[src/rtl/load_store_unit_pkg.sv]
// Shared types and helpers for the load/store unit.
// Holds the FSM state enum, the Funct3 size encodings and the captured-operation struct.
// Also holds the pure helpers for fault, byte-enable and store-lane computation.
package load_store_unit_pkg;

    typedef enum logic [1:0] {
        IDLE,
        ACCESS,
        RESP
    } state_t;

    localparam logic [2:0] F3_B  = 3'b000;
    localparam logic [2:0] F3_H  = 3'b001;
    localparam logic [2:0] F3_W  = 3'b010;
    localparam logic [2:0] F3_BU = 3'b100;
    localparam logic [2:0] F3_HU = 3'b101;

    // Operation as captured at accept time; only the low address bits are
    // needed after the request has been issued.
    typedef struct packed {
        logic       is_store;
        logic [2:0] funct3;
        logic [1:0] lane;
    } control_operation;

    // Misaligned halves/words, undefined encodings, and unsigned stores.
    function automatic logic op_fault(input logic is_store, input logic [2:0] funct3,
                                      input logic [1:0] lane);
        logic f;
        case (funct3)
            F3_B:    f = 1'b0;
            F3_H:    f = lane[0];
            F3_W:    f = |lane;
            F3_BU:   f = is_store;
            F3_HU:   f = is_store | lane[0];
            default: f = 1'b1;
        endcase
        return f;
    endfunction

    // funct3[1:0] is the size field; BU/HU share enables with B/H.
    function automatic logic [3:0] byte_enables(input logic [2:0] funct3, input logic [1:0] lane);
        logic [3:0] be;
        case (funct3[1:0])
            2'b00:   be = 4'b0001 << lane;
            2'b01:   be = 4'b0011 << {lane[1], 1'b0};
            default: be = 4'b1111;
        endcase
        return be;
    endfunction

    // Replicate the byte/half across all lanes so the enables alone pick the target.
    function automatic logic [31:0] store_lanes(input logic [2:0] funct3, input logic [31:0] wd);
        logic [31:0] d;
        case (funct3[1:0])
            2'b00:   d = {4{wd[7:0]}};
            2'b01:   d = {2{wd[15:0]}};
            default: d = wd;
        endcase
        return d;
    endfunction

endpackage

[src/rtl/load_extend.sv]
// Load lane extraction: picks the addressed byte/half from a read word and extends it.
// Latency: purely combinational. Backpressure: none.
// Ports: funct3/lane select the access, rdata is the raw word, data is the extended result.
module load_extend
    import load_store_unit_pkg::*;
(
    input  logic [2:0]  funct3,
    input  logic [1:0]  lane,
    input  logic [31:0] rdata,
    output logic [31:0] data
);

    logic [7:0]  byte_v;
    logic [15:0] half_v;

    always_comb begin
        byte_v = rdata[{lane, 3'b000} +: 8];
        half_v = lane[1] ? rdata[31:16] : rdata[15:0];
        case (funct3)
            F3_B:    data = {{24{byte_v[7]}}, byte_v};
            F3_BU:   data = {24'h0, byte_v};
            F3_H:    data = {{16{half_v[15]}}, half_v};
            F3_HU:   data = {16'h0, half_v};
            default: data = rdata;
        endcase
    end

endmodule

[src/rtl/load_store_unit.sv]
// Load/store unit: accepts one memory op from execute, issues one word-aligned memory request.
// Latency: accept N, MemReq N+1, Done one cycle after MemAck; faults complete at N+1 without MemReq.
// Backpressure: Ready only in IDLE; memory side holds MemReq and all request fields until MemAck.
// Ports: execute side Valid/Ready/MemRead/MemWrite/Funct3/ALUResult/WriteData,
//        response Done/ReadData/Fault, memory side MemReq/MemWe/MemAddr/MemBe/MemWdata/MemAck/MemRdata.
module load_store_unit
    import load_store_unit_pkg::*;
#(
    parameter int DATA_WIDTH = 32
) (
    input  logic                  clk,
    input  logic                  rst_n,
    input  logic                  Valid,
    output logic                  Ready,
    input  logic                  MemRead,
    input  logic                  MemWrite,
    input  logic [2:0]            Funct3,
    input  logic [DATA_WIDTH-1:0] ALUResult,
    input  logic [DATA_WIDTH-1:0] WriteData,
    output logic                  Done,
    output logic [DATA_WIDTH-1:0] ReadData,
    output logic                  Fault,
    output logic                  MemReq,
    output logic                  MemWe,
    output logic [DATA_WIDTH-1:0] MemAddr,
    output logic [3:0]            MemBe,
    output logic [DATA_WIDTH-1:0] MemWdata,
    input  logic                  MemAck,
    input  logic [DATA_WIDTH-1:0] MemRdata
);

    state_t           state_q, state_d;
    control_operation op_q;
    logic             fault_q;
    logic             we_q;
    logic [31:0]      addr_q, wdata_q, rdata_q, ext_data;
    logic [3:0]       be_q;

    logic accept, in_store, in_fault;

    // A simultaneous read+write is a load.
    assign in_store = MemWrite & ~MemRead;
    assign in_fault = op_fault(in_store, Funct3, ALUResult[1:0]);
    assign accept   = (state_q == IDLE) & Valid & (MemRead | MemWrite);

    load_extend u_load_extend (
        .funct3 (op_q.funct3),
        .lane   (op_q.lane),
        .rdata  (MemRdata),
        .data   (ext_data)
    );

    always_ff @(posedge clk) begin
        if (!rst_n) begin
            state_q <= IDLE;
            op_q    <= '0;
            fault_q <= 1'b0;
            we_q    <= 1'b0;
            addr_q  <= '0;
            be_q    <= '0;
            wdata_q <= '0;
            rdata_q <= '0;
        end else begin
            state_q <= state_d;
            if (accept) begin
                op_q    <= '{is_store: in_store, funct3: Funct3, lane: ALUResult[1:0]};
                fault_q <= in_fault;
                rdata_q <= '0;
                // Faulting ops never reach memory, so leave the request fields alone.
                if (!in_fault) begin
                    we_q    <= in_store;
                    addr_q  <= {ALUResult[31:2], 2'b00};
                    be_q    <= byte_enables(Funct3, ALUResult[1:0]);
                    wdata_q <= store_lanes(Funct3, WriteData);
                end
            end
            if ((state_q == ACCESS) && MemAck && !op_q.is_store) begin
                rdata_q <= ext_data;
            end
        end
    end

    // Outputs decode from registered state only, so MemAck never reaches Ready/Done combinationally.
    always_comb begin
        state_d = state_q;
        Ready   = 1'b0;
        Done    = 1'b0;
        Fault   = 1'b0;
        MemReq  = 1'b0;
        case (state_q)
            IDLE: begin
                Ready = 1'b1;
                if (accept) state_d = in_fault ? RESP : ACCESS;
            end
            ACCESS: begin
                MemReq = 1'b1;
                if (MemAck) state_d = RESP;
            end
            RESP: begin
                Done    = 1'b1;
                Fault   = fault_q;
                state_d = IDLE;
            end
            default: state_d = IDLE;
        endcase
    end

    assign MemWe    = we_q;
    assign MemAddr  = addr_q;
    assign MemBe    = be_q;
    assign MemWdata = wdata_q;
    assign ReadData = rdata_q;

endmodule

[config.mk]
export PLATFORM = sky130hd
export DESIGN_NAME = load_store_unit
export DESIGN_NICKNAME = d
export VERILOG_FILES = /design/src/rtl/load_store_unit_pkg.sv /design/src/rtl/load_extend.sv /design/src/rtl/load_store_unit.sv
export SDC_FILE = /design/constraint.sdc
export NUM_CORES = 1
export LEC_CHECK = 0
export CAP_MARGIN = 10
export CORE_MARGIN = 10
export CORE_UTILIZATION = 39
export CTS_CLUSTER_DIAMETER = 120
export DETAILED_ROUTE_END_ITERATION = 8
export HOLD_SLACK_MARGIN = 0.08
export PLACE_DENSITY = 0.77
export REMOVE_ABC_BUFFERS = 1
export SLEW_MARGIN = 10
export SYNTH_ARGS = -nofsm -noshare
export SYNTH_HDL_FRONTEND = slang
export SYNTH_SLANG_ARGS = --single-unit
[constraint.sdc]
create_clock -name clk -period 1.4 [get_ports clk]
set_input_delay 0.28 -clock clk [delete_from_list [all_inputs] [get_ports clk]]
set_output_delay 0.28 -clock clk [all_outputs]
set_load 0.05 [all_outputs]
; Word-level counts from Yosys, hierarchy flattened
; Index checks and enable logic that the tools add are counted.
[op_classes]
addsub = 0
n_mul = 0
div_mod_pow = 0
n_lt_le_gt_ge = 0
eq_ne = 12
shifts = 3
n_mux = 15
n_bitwise = 7
reduce_logical = 11
[ops]
columns = cell, count
row1 = 32-bit case mux with 4 select lines, 1
row2 = 32-bit 2-to-1 mux, 2
row3 = 32-bit case mux with 2 select lines, 1
row4 = 32-bit by 6-bit variable part select with 8-bit output, 1
row5 = 16-bit 2-to-1 mux, 1
row6 = 3-bit == test (second input constant), 4
row7 = 4-bit case mux with 2 select lines, 1
row8 = 3-bit by 1-bit == test with 1-bit output (second input constant), 2
row9 = 3-bit logical NOT, 2
row10 = 2-bit 2-to-1 mux, 3
row11 = 1-bit case mux with 5 select lines, 1
row12 = 2-bit by 1-bit == test with 1-bit output (second input constant), 2
row13 = 2-bit logical NOT, 2
row14 = 1-bit 2-to-1 mux, 4
row15 = 2-bit != test (second input constant), 2
row16 = 2-bit case mux with 2 select lines, 1
row17 = 2-bit AND reduction, 2
row18 = 1-bit by 2-bit left shift with 4-bit output (first input constant), 1
row19 = 2-bit by 2-bit left shift with 4-bit output (first input constant), 1
row20 = 1-bit bitwise AND, 3
row21 = 3-bit by 2-bit == test with 1-bit output (second input constant), 1
row22 = 2-bit == test (second input constant), 1
row23 = 1-bit logical AND, 2
row24 = 1-bit NOT, 2
row25 = other kinds (4), 5
[word_totals]
ff_bits = 108
latch_bits = 0
mem_bits_rw = 0
romBits = 0
wordCells = 58
mem_count = 0

; Depth between registers and ports, before layout
[depth]
ltp_word = 7
mapped_depth = 8

; Hierarchy
; A second synthesis with hierarchy kept.
[hier_totals]
cells_unflattened = 639
area_unflattened_um2 = 5318.9
[modules_own_cells]
columns = mod, instances, cells_per_inst, area_each_um2, seq_area_each_um2
row1 = load_store_unit, 1, 543, 4473.0, 2162.1
row2 = load_extend, 1, 96, 845.8, 0.0

; Worst setup path before layout
; No wires, ideal clock.
[synth_timing]
kind = reg-to-reg
startpoint = reg state_q[0]
endpoint = reg rdata_q[20], in the netlist ReadData[20]
setup_time_ns = 0.122
t_arrival_ns = 2.054
path_slack_ns = -0.776
path_stages_with_launch = 7
n_path_buf = 2
synth_period_minus_slack_ns = 2.176
cell_sequence = dfxtp_1 -> nor2_1 -> o211a_1 -> buf_4 -> a311oi_4 -> buf_4 -> a221o_1
[synth_between]
elab_chain_len = 4
word_cells_on_any_way = 8
[synth_lines]
columns = item, line
row1 = "start, declared", load_store_unit.sv:32  ; state_t state_q, state_d;
row2 = "start signal, assigned", load_store_unit.sv:64  ; state_q <= state_d;
row3 = 2-bit logical NOT or 2-bit by 1-bit == test with 1-bit output (tied branches), "load_store_unit.sv:44, load_store_unit.sv:77"
row4 = 1-bit bitwise AND or 1-bit logical AND (tied branches) (2 in a row), "load_store_unit.sv:44, load_store_unit.sv:77"
row5 = 2-bit nonzero test (no source line) or 32-bit 2-to-1 mux (tied branches), n/a
row6 = "end signal, assigned", load_store_unit.sv:78  ; rdata_q <= ext_data;
row7 = "end, declared", load_store_unit.sv:36  ; logic [31:0] addr_q, wdata_q, rdata_q, ext_data;
; Several ways; a longest one is shown, not always the timed one.
; A chain may end at the register's enable or synchronous reset.

; Final worst setup path
[layout_timing]
startpoint = reg state_q[1]
endpoint = reg wdata_q[10], in the netlist MemWdata[10]
[layout_between]
elab_chain_len = 4
[layout_lines]
columns = item, line
row1 = 2-bit logical NOT, load_store_unit.sv:44  ; assign accept = (state_q == IDLE) & Valid & (MemRead | MemWrite);
row2 = 1-bit bitwise AND (2 in a row), load_store_unit.sv:44
row3 = 2-bit AND reduction (no source line), n/a
row4 = "end signal, assigned", load_store_unit.sv:74  ; wdata_q <= store_lanes(Funct3, WriteData);
row5 = "end, declared", load_store_unit.sv:36
; Every way passes these cells.

==> metrics.md <==
| Metric | Value |
|---|---|
| CTS tree | `built` |
| CTS root buffer | `sky130_fd_sc_hd__clkbuf_16` |
| Post-layout utilization of the core | `75.6%` |
| Non-filler cells in the finished layout | `roughly 970` |
| Failing checks | `negative setup slack` |
| Count of filler cells inserted in the layout | `806` |
| Fraction of final layout cells sized beyond drive strength 1 | `around 33%` |
| Synthesis warning total | `0` |
| IO buf count | `207` |
| Number of clock buffers inserted by TritonCTS | `9` |
| Wire length of the first global-routing pass | `31000 um` |
| Power density over the cells | `between 800 and 900 nW/um2` |
| Maximum clock insertion buffer count | `2` |
| Maximum number of pins on one net before global-route repair | `95` |
| Most common cell after layout, fill and taps aside | `sky130_fd_sc_hd__buf_12` |
| Clock network fraction of total power | `29.8%` |
| Synth cell types | `46` |
| CP required | `approximately 1.7 ns` |
| Cell total after placement | `926` |
| Chip Height | `134 um` |
| CP max stage cell | `sky130_fd_sc_hd__dfxtp_2` |
| Combinational share of power | `just under 30%` |
| Tot GR Track Use | `21.6%` |
| Post-route DRC | `0` |
| Final cell area excluding filler cells | `9580 um2` |
| Multiplexer fraction of the synthesized cell area | `14.7%` |
| Post-layout power | `just over 8 mW` |
| CP Data Arrival Time | `about 1.8 ns` |
| H-tree level count | `3` |
| Cell-internal power | `around 5.6 mW` |
| Final weighted congestion of routability-driven global placement | `0.900` |
| Final hold viol count | `0` |
| Leading cell types in the layout, fill and taps excluded | `sky130_fd_sc_hd__buf_12 (117), sky130_fd_sc_hd__dfxtp_1 (104), sky130_fd_sc_hd__clkdlybuf4s50_1 (93), sky130_fd_sc_hd__nand2_1 (86), sky130_fd_sc_hd__mux2i_1 (60)` |
| Sequential cell area fraction in the yosys report | `42.7%` |
| GRT Residual Overflow | `0` |
| Synth top area cells | `sky130_fd_sc_hd__dfxtp_1 (43%), sky130_fd_sc_hd__mux2i_1 (12%), sky130_fd_sc_hd__nand2_1 (6.4%)` |
| Cell Chain, Critical Path | `buf_6 -> nor2_4 -> o211a_4 -> and2_4 -> buf_6 -> buf_12 -> clkbuf_16 -> o211a_1` |
| Initial DRC count | `roughly 380` |
| Switching part of the total | `a little over 30%` |
| Top FF cell, synth | `sky130_fd_sc_hd__dfxtp_1` |
| Simple-gate share of the synthesized area | `16.0%` |
| Final WS setup | `-0.143 ns` |
| Max-cap viol count | `0` |
| Combined area of the multi-input logic cells | `2790 um2` |
| Via count normalized by instance count | `~5.4` |
| Max-slew violations | `0` |
| Worst clock skew | `about 0.0061 ns` |
| Switching power | `2.48 mW` |
| Clock latency of the later-clocked register in the worst-skew pair | `0.36 ns` |
| Core Region | `12700 um2` |
| Number of enable-type register cells in the synthesized netlist | `0` |
| Static leakage | `a little under 4 nW` |
| Count of pins on the block boundary | `210` |
| Starting utilization of the core area | `40.0%` |
| Part of the power in registers | `40.9%` |
| Setup repair after global routing missed its margin | `yes` |
| Most Frequent Cell on Critical Path | `sky130_fd_sc_hd__buf_6` |
| Dominant combinational cell family by area after synthesis | `compound AO/OA/AOI/OAI gates` |
| Chip width | `134 um` |
| Vias in the first global route | `5664` |
| # clock sinks | `108` |
| Maximum cell stage delay along the critical path | `0.33 ns` |
| Hold-fix buffers at CTS | `0` |
| Final #Nets | `around 900` |
| Number of synthesized register bits | `108` |
| Number of diodes added for antenna fixing | `0` |
| Post-synth top area share | `42.7%` |
| Clock slew at the register clock pins of the worst setup and hold paths | `0.07 ns` |
| Status | `finished with violations` |
| F_max | `around 0.65 GHz` |
| Min-Delay Path Class | `input pin to register` |
| TritonRoute pass-1 iters | `5` |
| Antenna-violating nets left | `0` |
| Number of setup violations in the final report | `93` |
| Full die area | `about 18000 um2` |
| Total number of placement rows | `just over 40` |
| Area share of fa/ha/maj cells after synthesis | `0%` |
| Average wire length per cell after detail routing | `20.9 um` |
| Mapped cell area | `5060 um2` |
| Number of antenna violations at the first check in global routing | `1` |
| Max rail drop VDD | `roughly 0.87 mV` |
| Proportion of synthesized flip-flops having asynchronous set or reset | `0%` |
| Cell type with the largest total area after synthesis | `sky130_fd_sc_hd__dfxtp_1` |
| Routed via count | `about 5200` |
| Sequential cell area | `2170 um2` |
| Post-detail-place hpwl | `14200 um` |
| Type of the worst setup path | `register to register` |
| CP Max Fanout | `8` |
| Total routed wirelength | `20300 um` |
| Parity-gate share of the synthesized area counting xor and xnor cells | `0%` |
| Crit path capture type | `register` |
| Nature of the critical path startpoint | `register` |
| Instance count of the mapped netlist | `545` |
| Placed inst area | `8640 um2` |
| Signed area change from the synthesized netlist to the final layout | `89.1%` |
| Final period demand of the worst path | `roughly 1.5 ns` |
| Synthesized area divided by synthesized cell count | `9.29 um2` |
| Share of the synthesized area in compound gates (AO/OA/AOI/OAI) | `19.5%` |
| Final Cycle Share | `110%` |
repair_timing:
| action | CTS | global route |
|---|---|---|
| gates resized for setup | 96 | 26 |
| pin swaps | 26 | 13 |
| cloned | 4 | 4 |
| setup endpoints to repair | 110 | 105 |
| setup buffers | 14 | 6 |
kinds of logic (layout without fill, tap and decap cells):
| group | after synthesis | after routing |
|---|---|---|
| multiplexers | 71 | 71 |
| other | 1 | 2 |
| AO/OA/AOI/OAI | 124 | 124 |
| buffers and inverters | 69 | 320 |
| flip-flops | 108 | 108 |
| AND/OR/NAND/NOR | 172 | 172 |
worst max-delay path: cells and delay by family (launching register included):
kind	cells	cell delay, ns
simple gates	2	0.22
flops	1	0.33
buf+inv	4	0.53
compound gates	2	0.36
power groups by stage:
| stage | logic [mW] | registers [mW] | clock network, mW |
|---|---|---|---|
| 2_1_floorplan | 0.531 | 3.70 | 0 |
| 3_3_place_gp | 2.04 | 3.38 | 0 |
| 3_5_place_dp | 2.08 | 3.38 | 0 |
| 4_1_cts | 2.26 | 3.31 | 2.47 |
| 5_1_grt | 2.49 | 3.33 | 2.58 |
| 6_report | 2.37 | 3.32 | 2.42 |
routing by layer:
layer / global-route usage [%] / wire [um]
met5: 0 / 13
met4: 6.11 / 349
met3: 12.1 / 2570
met2: 37.1 / 10200
met1: 22.0 / 7210
worst paths after layout:
kind | from | end | slack, ns | cells after the start
worst max register to register | state_q[1] | MemWdata[10] | -0.14 | 8
worst min-delay path | ALUResult[0] | op_q[0] | 0.35 | 3
worst min register to register | MemWdata[30] | MemWdata[30] | 0.49 | 2
worst max-delay path | state_q[1] | MemWdata[10] | -0.14 | 8
sequential cells by signal, indices dropped and copies added (netlist names):
| signal | flops |
|---|---|
| op_q | 6 |
| MemAddr | 30 |
| state_q | 2 |
| ReadData | 32 |
| fault_q | 1 |
| MemWe | 1 |
| MemBe | 4 |
| MemWdata | 32 |
cell type report:
cell class	count	area share, %
Multi-Input combinational cell	369	29.1
Clock inverter	7	0.549
Tap cell	172	2.25
Timing Repair Buffer	291	42.5
Sequential cell	108	22.7
Clock buffer	9	2.35
Inverter	13	0.510
cells in the mapped netlist (5+ instances only):
cell type	number
sky130_fd_sc_hd__nor2b_1	5
sky130_fd_sc_hd__a22o_1	5
sky130_fd_sc_hd__mux2i_1	61
sky130_fd_sc_hd__nand4_1	17
sky130_fd_sc_hd__o22ai_1	9
sky130_fd_sc_hd__a221o_1	18
sky130_fd_sc_hd__buf_4	9
sky130_fd_sc_hd__o21ai_0	33
sky130_fd_sc_hd__clkbuf_1	23
sky130_fd_sc_hd__inv_1	13
sky130_fd_sc_hd__nand2b_1	13
sky130_fd_sc_hd__nor3_1	8
sky130_fd_sc_hd__o211a_1	21
sky130_fd_sc_hd__a221oi_1	5
sky130_fd_sc_hd__nor2_1	13
sky130_fd_sc_hd__nand3_1	18
sky130_fd_sc_hd__dfxtp_1	108
sky130_fd_sc_hd__mux2_2	8
sky130_fd_sc_hd__a32o_1	8
sky130_fd_sc_hd__buf_2	16
sky130_fd_sc_hd__nand2_1	86
sky130_fd_sc_hd__a21oi_1	12
per-stage QoR:
stage          setup WS [ns]  TNS [ns]  hold slack (ns)
6_report              -0.143     -6.06            0.351
5_1_grt               -0.188    -10.90            0.359
4_1_cts               -0.117     -4.57            0.341
3_5_place_dp          -0.809    -68.17            0.483
3_3_place_gp          -0.754    -64.60            0.480
2_1_floorplan          -2.90   -247.52            0.398
Note: power is estimated with default switching activity, not from simulation.
